### src/rtl/btn_evt_pkg.sv
// Shared button codes and scheduler FSM state type.
package btn_evt_pkg;

  localparam logic [2:0] BTN_NONE = 3'd0;
  localparam logic [2:0] BTN1     = 3'd1;
  localparam logic [2:0] BTN2     = 3'd2;
  localparam logic [2:0] BTN3     = 3'd3;
  localparam logic [2:0] BTN4     = 3'd4;

  typedef enum logic [1:0] {
    ST_EMPTY  = 2'd0,
    ST_ACTIVE = 2'd1,
    ST_FLUSH  = 2'd2
  } state_t;

  function automatic logic is_button(input logic [2:0] code);
    return (code >= BTN1) && (code <= BTN4);
  endfunction

endpackage

### src/rtl/evt_fifo.sv
// Synchronous FIFO for button events.
// A push while full is accepted only if a pop happens in the same cycle.
module evt_fifo #(
  parameter int DEPTH = 4,
  parameter int W     = 3
) (
  input  logic                       clk,
  input  logic                       rst,
  input  logic                       clr,
  input  logic                       push,
  input  logic                       pop,
  input  logic [W-1:0]               wr_data,
  output logic [W-1:0]               rd_data,
  output logic                       full,
  output logic                       empty,
  output logic [$clog2(DEPTH):0]     count
);

  localparam int AW = $clog2(DEPTH);
  localparam int CW = AW + 1;

  logic [W-1:0]  mem [DEPTH];
  logic [AW-1:0] wr_ptr;
  logic [AW-1:0] rd_ptr;
  logic [CW-1:0] cnt;
  logic          do_push;
  logic          do_pop;

  assign full    = (cnt == CW'(DEPTH));
  assign empty   = (cnt == '0);
  assign count   = cnt;
  assign rd_data = mem[rd_ptr];

  assign do_pop  = pop && !empty && !clr;
  assign do_push = push && (!full || do_pop) && !clr;

  always_ff @(posedge clk) begin
    if (do_push) begin
      mem[wr_ptr] <= wr_data;
    end
  end

  always_ff @(posedge clk) begin
    if (rst || clr) begin
      wr_ptr <= '0;
      rd_ptr <= '0;
      cnt    <= '0;
    end else begin
      if (do_push) wr_ptr <= wr_ptr + AW'(1);
      if (do_pop)  rd_ptr <= rd_ptr + AW'(1);
      case ({do_push, do_pop})
        2'b10:   cnt <= cnt + CW'(1);
        2'b01:   cnt <= cnt - CW'(1);
        default: cnt <= cnt;
      endcase
    end
  end

endmodule

### src/rtl/btn_event_sched.sv
// Turns switch-interface button codes into a queued event stream with
// overflow counting and a soft-reset flush that pulses game_rst.
module btn_event_sched
  import btn_evt_pkg::*;
#(
  parameter int DEPTH  = 4,
  parameter int DROP_W = 8
) (
  input  logic                   clk,
  input  logic                   rst,
  input  logic [2:0]             sw_code,
  input  logic                   sw_rst_n,
  input  logic                   evt_ready,
  output logic                   evt_valid,
  output logic [2:0]             evt_code,
  output logic [$clog2(DEPTH):0] evt_count,
  output logic [DROP_W-1:0]      drop_cnt,
  output logic                   game_rst,
  output logic [1:0]             fsm_state
);

  localparam int CW = $clog2(DEPTH) + 1;

  state_t        state;
  state_t        state_d;
  logic [2:0]    code_q;
  logic          srst_q;
  logic          detect;
  logic          flush_req;
  logic          pop;
  logic          push_req;
  logic          push;
  logic          drop_ev;
  logic [2:0]    head;
  logic          full;
  logic          empty;
  logic [CW-1:0] count;

  // Handshake: an event transfers on a cycle where evt_valid && evt_ready;
  // while evt_valid is high and evt_ready low, evt_code holds its value.

  always_ff @(posedge clk) begin
    if (rst) begin
      code_q <= BTN_NONE;
      srst_q <= 1'b1;
    end else begin
      code_q <= sw_code;
      srst_q <= sw_rst_n;
    end
  end

  assign detect    = is_button(sw_code) && (sw_code != code_q);
  assign flush_req = srst_q && !sw_rst_n;
  assign pop       = evt_valid && evt_ready;
  // Events seen while flushing or entering a flush are discarded uncounted.
  assign push_req  = detect && !flush_req && (state != ST_FLUSH);
  assign push      = push_req && (!full || pop);
  assign drop_ev   = push_req && full && !pop;

  evt_fifo #(
    .DEPTH (DEPTH),
    .W     (3)
  ) u_fifo (
    .clk     (clk),
    .rst     (rst),
    .clr     (flush_req),
    .push    (push),
    .pop     (pop),
    .wr_data (sw_code),
    .rd_data (head),
    .full    (full),
    .empty   (empty),
    .count   (count)
  );

  always_ff @(posedge clk) begin
    if (rst) begin
      state <= ST_EMPTY;
    end else begin
      state <= state_d;
    end
  end

  always_comb begin
    state_d = state;
    if (flush_req) begin
      state_d = ST_FLUSH;
    end else begin
      case (state)
        ST_EMPTY:  if (push) state_d = ST_ACTIVE;
        ST_ACTIVE: if (pop && !push && (count == CW'(1))) state_d = ST_EMPTY;
        ST_FLUSH:  state_d = ST_EMPTY;
        default:   state_d = ST_EMPTY;
      endcase
    end
  end

  always_comb begin
    evt_valid = (state == ST_ACTIVE) && !empty;
    game_rst  = (state == ST_FLUSH);
    evt_code  = evt_valid ? head : BTN_NONE;
    evt_count = count;
    fsm_state = state;
  end

  // Saturating; only the hard reset clears it, a flush leaves it alone.
  always_ff @(posedge clk) begin
    if (rst) begin
      drop_cnt <= '0;
    end else if (drop_ev && (drop_cnt != '1)) begin
      drop_cnt <= drop_cnt + DROP_W'(1);
    end
  end

endmodule

### config.mk
export PLATFORM = sky130hd
export DESIGN_NAME = btn_event_sched
export DESIGN_NICKNAME = d
export VERILOG_FILES = /design/src/rtl/btn_evt_pkg.sv /design/src/rtl/evt_fifo.sv /design/src/rtl/btn_event_sched.sv
export SDC_FILE = /design/constraint.sdc
export NUM_CORES = 1
export LEC_CHECK = 0
export BUFFER_PORTS_ARGS = -buffer_cell sky130_fd_sc_hd__buf_2
export CORE_UTILIZATION = 50
export DETAILED_ROUTE_END_ITERATION = 16
export GPL_TIMING_DRIVEN = 0
export HOLD_SLACK_MARGIN = 0.06
export PLACE_DENSITY = 0.78
export SKIP_LAST_GASP = 1
export SLEW_MARGIN = 30
export SYNTH_ARGS = -nofsm -noshare
export SYNTH_HDL_FRONTEND = slang
export SYNTH_SLANG_ARGS = --single-unit
### constraint.sdc
create_clock -name clk -period 2.27 [get_ports clk]
set_input_delay 0.227 -clock clk [delete_from_list [all_inputs] [get_ports clk]]
set_output_delay 0.227 -clock clk [all_outputs]
set_load 0.01 [all_outputs]
==> flow_metrics.tcl, run 1 <==
set metrics [dict create \
    run_status "finished clean" \
    die_y_um 58.8 \
    ys.warnings.count 0 \
    clock_tree.buffer_depth 2 \
    slew_violations 0 \
    detail_route.drc_violations 0 \
    fmax_mhz 467 \
    initial_core_util_pct 52.9 \
    globalRouteTotalUtil_pct 21.0 \
    critical_path.max_fanout 5 \
    hold_class "input port to register" \
    yosys.cell_types.count 38 \
    most_area_consuming_cells_after_synthesis "sky130_fd_sc_hd__dfxtp_1 (29%), sky130_fd_sc_hd__edfxtp_1 (22%), sky130_fd_sc_hd__ha_1 (7.7%), sky130_fd_sc_hd__mux4_2 (4.2%), sky130_fd_sc_hd__a21oi_1 (3.1%)" \
    timing.max_cap.violations 0 \
    period_needed_ps 2140 \
    grt_antenna_before_repair 0 \
    relSlewSlack_pct 62.8 \
    r2r-end "u_fifo.count[2]" \
    first_iter_violations 36 \
    min_from "rst" \
    grt_first_pass_wirelength_um 5220 \
    vias_after_detailed_routing 1243 \
    timing.final.hold_violations 0 \
    critical_path.endpoint_type "register" \
    finalWeightedCongestion 0.703 \
    summed_negative_setup_slack_over_all_endpoints_ps 0 \
    synthesis.nets 167 \
    detailed_place_hpwl_um 2250 \
    clock_sinks 35 \
    final.setup_skew_ps 5.32 \
    flip_flop_and_latch_count_after_synthesis 35 \
    postRouteWirelength_um 3090 \
    critical_path_required_ps 2540 \
    timing_worst_slew_pin_value_ps 553 \
    share_of_final_layout_standard_cells_stronger_than_drive_strength_1_pct 29.9 \
    worst_ir_drop_vdd_mv 0.331 \
    finalNetCount 203 \
    post_synthesis_average_cell_area_um2 10.8 \
    core_area_um2 3050 \
    mappedNetlistArea_um2 1620 \
    ant_nets 0 \
    grt_setup_unrepaired "false" \
    post_synthesis_cell_count 150 \
    synth_edf_count 12 \
    first_global_vias 1181 \
    synth_most_common_cell "sky130_fd_sc_hd__dfxtp_1" \
    min_delay_worst_endpoint "code_q[2]" \
    finalCritPeriodShare_pct 94.3 \
    clk_latency_ps 340 \
    tritoncts "yes" \
    cts_made_buffers 5 \
    holdPathStages 2 \
    dpl.cell_count 218 \
    preCtsSetupSlack_ps -131 \
    clk_pin_slew_worst_paths_ps 100 \
    detail_route.vias_per_cell 5.38 \
    num_antenna_cells 0 \
    pin_count_of_the_biggest_net_entering_global_routing 11 \
    dominantRegCellSynth "sky130_fd_sc_hd__dfxtp_1" \
    power_density_nw_per_um2 566 \
    boundary_pin_count 25 \
    fp.dieArea_um2 3460 \
    remaining_global_route_overflow 0 \
    synthArstFlopShare_pct 0 \
    synth-seq-area-share_pct 50.8 \
    setup.worst_path.start "fsm_state[1]" \
    cp-start-kind "register" \
    path_class "register to register" \
    setup_violations 0 \
    row_count 20 \
    rr_worst_depth 7 \
    placement.io_buffers 24 \
    synth_top_cells_by_count "sky130_fd_sc_hd__dfxtp_1 (23), sky130_fd_sc_hd__nor2_1 (13), sky130_fd_sc_hd__edfxtp_1 (12), sky130_fd_sc_hd__inv_1 (11)" \
    rr_startpoint "fsm_state[1]" \
    synth_top_area_cell "sky130_fd_sc_hd__dfxtp_1" \
    worst_slack_ps 128 \
    wl_cell_um 13.4 \
    synth_largest_type_area_fraction_pct 28.5 \
    reg2reg_setup_slack_ps 130 \
    maximum_level_of_the_cts_h_tree 2 \
    die_width_um 58.8 \
    arrival_ps 2410 \
    drt_pre_antenna_iters 4 \
    clockRootBuffer "sky130_fd_sc_hd__clkbuf_4" \
    leakagePower_uw 0.000748 \
    area_growth_syn_to_layout_pct 20.2 \
    instances_no_fill 231 \
]
[report_power, final]
group	switching [uW]	internal, uW	total [uW]
clock	201	121	321
sequential	9.44	662	671
combinational	56.3	50.0	106
[worst max-delay path by stage]
stage | cells past startpoint | to | slack (ps)
final | 7 | u_fifo.count[2] | 130
after CTS | 8 | u_fifo.count[2] | 40
after global placement | 8 | u_fifo.count[2] | -90
after floorplan | 8 | u_fifo.count[2] | 5
after global routing | 7 | u_fifo.count[2] | 30
after detailed placement | 8 | u_fifo.count[2] | -130
[worst max-delay path, cell delays in order (launching register included)]
cell	delay (ps)
sky130_fd_sc_hd__dfxtp_2	360
sky130_fd_sc_hd__nor2b_4	130
sky130_fd_sc_hd__o21bai_1	190
sky130_fd_sc_hd__or4b_4	500
sky130_fd_sc_hd__buf_6	140
sky130_fd_sc_hd__ha_4	250
sky130_fd_sc_hd__or3_1	370
sky130_fd_sc_hd__a21oi_1	130
[layout make-up]
| class | count | area [um^2] |
|---|---|---|
| Tap cell | 44 | 55.1 |
| Timing Repair Buffer | 29 | 158 |
| Inverter | 11 | 41.3 |
| Clock buffer | 7 | 45.0 |
| Fill cell | 259 | 1110 |
| Sequential cell | 35 | 830 |
| Multi-Input combinational cell | 100 | 785 |
| Clock inverter | 1 | 5.00 |
| Buffer | 4 | 23.8 |
[metal layers]
| metal | vias up | GRT usage [%] | wire length [um] |
|---|---|---|---|
| met5 | - | 0 | 0 |
| met4 | 0 | 8.16 | 55 |
| met3 | 7 | 6.59 | 142 |
| met2 | 27 | 36.0 | 1550 |
| met1 | 596 | 24.3 | 1340 |
| li1 | 613 | - | - |
[what timing repair did]
item                       4_1_cts  5_1_grt
hold buffers                     0        0
setup endpoints to repair        1        1
setup buffers                    4        1
pin swaps                        1        1
gates resized for setup          7        1
[sequential cells by signal (all words and copies together) (netlist names), named ones only]
name           count
srst_q             1
code_q             3
u_fifo.mem        12
fsm_state          2
u_fifo.wr_ptr      2
u_fifo.rd_ptr      2
u_fifo.count       3
drop_cnt           8
[cell families (layout without fill, tap and decap cells)]
logic type               count (synthesis)  after routing  share of synthesized area [%]
XOR/XNOR                                 6              6                           3.25
flip-flops                              35             35                           50.8
adder cells (fa/ha/maj)                 10             10                           7.75
AND/OR/NAND/NOR                         55             55                           20.0
buffers and inverters                   15             52                           3.64
multiplexers                             5              5                           5.42
AO/OA/AOI/OAI                           24             24                           9.14
[metrics by stage]
step	power [uW]	utilization [%]	cell area, um^2	hold WS, ps
after floorplan	747	-	1650	299
final	1100	63.6	1940	89.5
after CTS	1110	63.2	1930	77.9
after global placement	773	59.8	1830	440
after global routing	1150	63.6	1940	78.2
after detailed placement	779	59.8	1830	447
[cell usage in the layout, fill, tap and decap left out, drive strengths merged, types with 3 or more instances in the layout]
cell type / instances
xor2: 4
clkbuf: 9
ha: 10
buf: 31
or3: 5
mux4: 3
nand2: 4
dfxtp: 23
inv: 11
nand3: 3
o31ai: 4
or4: 4
nor2b: 5
a21oi: 10
o21ai: 4
and2: 3
edfxtp: 12
nand4: 3
nor2: 13
(Power assumes the default switching activity.)
==> inputs of run 2 (changes only) <==
Settings changed: SYNTH_HIERARCHICAL set to 1.
==> flow_metrics.tcl, run 2 <==
set metrics [dict create \
    ant_nets 0 \
    placement.io_buffers 24 \
    yosys.cell_types.count 44 \
    finalCritPeriodShare_pct 120 \
    detail_route.drc_violations 0 \
    first_global_vias 1372 \
    slew_violations 0 \
    clock_sinks 35 \
    path_class "register to register" \
    clockRootBuffer "sky130_fd_sc_hd__clkbuf_4" \
    share_of_final_layout_standard_cells_stronger_than_drive_strength_1_pct 38.9 \
    synthesis.nets 177 \
    leakagePower_uw 0.000839 \
    failed_checks "setup timing" \
    first_iter_violations 52 \
    setup_violations 2 \
    min_delay_worst_endpoint "srst_q" \
    timing.max_cap.violations 0 \
    worst_ir_drop_vdd_mv 0.417 \
    area_growth_syn_to_layout_pct 28.0 \
    post_synthesis_cell_count 163 \
    tritoncts "yes" \
    grt_first_pass_wirelength_um 6010 \
    synth_top_area_cell "sky130_fd_sc_hd__dfxtp_1" \
    critical_path.max_fanout 3 \
    hold_class "input port to register" \
    final.setup_skew_ps 10.1 \
    relSlewSlack_pct 65.1 \
    rr_worst_depth 12 \
    period_needed_ps 2710 \
    pin_count_of_the_biggest_net_entering_global_routing 12 \
    power_density_nw_per_um2 588 \
    dpl-instance-area_um2 1910 \
    largest_register_ffs 12 \
    clk_pin_slew_worst_paths_ps 110 \
    drt_pre_antenna_iters 4 \
    postRouteWirelength_um 3720 \
    cp-start-kind "register" \
    synthArstFlopShare_pct 0 \
    reg2reg_setup_slack_ps -440 \
    wl_cell_um 14.8 \
    timing_worst_slew_pin_value_ps 522 \
    globalRouteTotalUtil_pct 23.0 \
    num_antenna_cells 0 \
    finalWeightedCongestion 0.810 \
    boundary_pin_count 25 \
    synth-seq-area-share_pct 48.6 \
    initial_core_util_pct 54.0 \
    die_width_um 60.1 \
    r2r-end "u_fifo/count[2]" \
    row_count 20 \
    detail_route.vias_per_cell 5.56 \
    holdPathStages 2 \
    flip_flop_and_latch_count_after_synthesis 35 \
    maximum_level_of_the_cts_h_tree 2 \
    grt_antenna_before_repair 0 \
    worst_slack_ps -445 \
    dominantRegCellSynth "sky130_fd_sc_hd__dfxtp_1" \
    fmax_mhz 368 \
    summed_negative_setup_slack_over_all_endpoints_ps -675 \
    remaining_global_route_overflow 0 \
    postLayoutCellArea_um2 2160 \
    grt_setup_unrepaired "true" \
    synth_edf_count 12 \
    clock_tree.buffer_depth 2 \
    ys.warnings.count 6 \
    synth_largest_type_area_fraction_pct 27.3 \
    mappedNetlistArea_um2 1690 \
    rr_startpoint "u_fifo/count[0]" \
    run_status "finished, violations left" \
    reg_top3 "u_fifo/mem: 12 flops, drop_cnt: 8 flops" \
    most_area_consuming_cells_after_synthesis "sky130_fd_sc_hd__dfxtp_1 (27%), sky130_fd_sc_hd__edfxtp_1 (21%), sky130_fd_sc_hd__ha_1 (4.4%), sky130_fd_sc_hd__mux4_2 (4.0%), sky130_fd_sc_hd__or3_1 (3.3%)" \
    ctsHoldBuffers 0 \
    max_flop_register "u_fifo/mem" \
    synth_top_cells_by_count "sky130_fd_sc_hd__dfxtp_1 (23), sky130_fd_sc_hd__edfxtp_1 (12), sky130_fd_sc_hd__inv_1 (12), sky130_fd_sc_hd__nor2_1 (11)" \
    critical_path.endpoint_type "register" \
    cts_made_buffers 5 \
    critical_path_required_ps 2550 \
    detailed_place_hpwl_um 2510 \
    post_synthesis_average_cell_area_um2 10.4 \
    clk_latency_ps 350 \
    most-common-layout-cells "sky130_fd_sc_hd__buf_2 (25), sky130_fd_sc_hd__dfxtp_1 (18), sky130_fd_sc_hd__buf_4 (14)" \
    arrival_ps 2990 \
    synth_most_common_cell "sky130_fd_sc_hd__dfxtp_1" \
    timing.final.hold_violations 0 \
    core_area_um2 3130 \
    vias_after_detailed_routing 1401 \
    die_y_um 60.1 \
    min_from "sw_rst_n" \
    finalNetCount 221 \
    fillCellCount 242 \
    fp.dieArea_um2 3610 \
    layout_commonest_cell "sky130_fd_sc_hd__buf_2" \
]
==> run 2: cell types whose count changed after synthesis, moves of 2 or more <==
| cell | previous run | this run |
|---|---|---|
| sky130_fd_sc_hd__o21ai_0 | 4 | 9 |
| sky130_fd_sc_hd__and3_2 | 0 | 4 |
| sky130_fd_sc_hd__ha_1 | 10 | 6 |
| sky130_fd_sc_hd__o31ai_1 | 4 | 0 |
| sky130_fd_sc_hd__or3_1 | 5 | 9 |
| sky130_fd_sc_hd__mux2_2 | 0 | 2 |
| sky130_fd_sc_hd__nor2_1 | 13 | 11 |
| sky130_fd_sc_hd__nor3_1 | 2 | 4 |
| sky130_fd_sc_hd__xor2_1 | 4 | 2 |
==> run 2: power breakdown <==
part	internal (uW)	leakage, uW	switching (uW)
Sequential	658	0.000298	9.51
Clock	260	0.0000482	217
Combinational	59.5	0.000493	66.5
==> run 2: cells by family (layout without fill, tap and decap cells) <==
logic type | after synthesis | after routing | synth area share, %
buf+inv | 17 | 62 | 3.93
simple gates | 67 | 67 | 24.1
flops | 35 | 35 | 48.6
compound gates | 26 | 26 | 9.11
xor+xnor | 3 | 3 | 1.56
mux | 8 | 8 | 7.11
fa+ha+maj | 7 | 7 | 5.63
==> run 2: worst max-delay path by stage <==
stage | slack (ps) | from | cells past startpoint | end
2_1_floorplan | -450 | u_fifo/count[0] | 13 | u_fifo/count[2]
3_3_place_gp | -720 | sw_code[1] | 15 | u_fifo/count[2]
3_5_place_dp | -830 | sw_code[1] | 15 | u_fifo/count[2]
4_1_cts | -460 | u_fifo/count[1] | 13 | u_fifo/count[2]
5_1_grt | -550 | u_fifo/count[0] | 12 | u_fifo/count[2]
6_report | -440 | u_fifo/count[0] | 12 | u_fifo/count[2]
==> run 2: per-layer routing <==
layer / part of all wire (%) / GRT usage, % / wire [um] / vias up
met3: 4.4 / 4.98 / 164 / 10
met2: 53 / 41.3 / 1980 / 54
met1: 41 / 25.7 / 1520 / 664
li1: - / - / - / 673
met5: 0 / 0 / 0 / -
met4: 1.8 / 10.3 / 66 / 0
==> run 2: per-stage QoR <==
stage	cells	setup WS, ps	hold WS (ps)	util (%)	total power [uW]
after floorplan	163	-452	326	-	746
after global placement	231	-722	415	61.2	774
after detailed placement	231	-832	425	61.2	781
after CTS	249	-459	127	67.6	1270
after global routing	252	-549	121	69.1	1320
final	252	-445	131	69.1	1270
==> run 2: final cells by class <==
type	count	area, um^2	share of cell area, %
sequential	35	832	38.5
tap	44	55.1	2.55
clock buffer	6	51.3	2.37
clock inverter	2	35.0	1.62
multi-input combinational	111	890	41.1
inverter	12	47.5	2.20
buffer	4	26.3	1.22
timing repair buffer	38	225	10.4
==> run 2: repair_timing <==
action / CTS / global route
pin swaps: 6 / 8
setup endpoints to repair: 15 / 3
gates resized for setup: 10 / 9
buffers inserted: 10 / 4
==> run 2: critical path, cell delays in order, from the launching register on <==
cell	delay, ps
sky130_fd_sc_hd__dfxtp_4	360
sky130_fd_sc_hd__nor3_4	190
sky130_fd_sc_hd__nand4bb_4	170
sky130_fd_sc_hd__inv_2	50
sky130_fd_sc_hd__or4b_4	530
sky130_fd_sc_hd__and2_4	160
sky130_fd_sc_hd__inv_4	50
sky130_fd_sc_hd__ha_4	130
sky130_fd_sc_hd__inv_2	40
sky130_fd_sc_hd__fa_2	320
sky130_fd_sc_hd__xor2_1	160
sky130_fd_sc_hd__or3_1	350
sky130_fd_sc_hd__a21oi_1	140
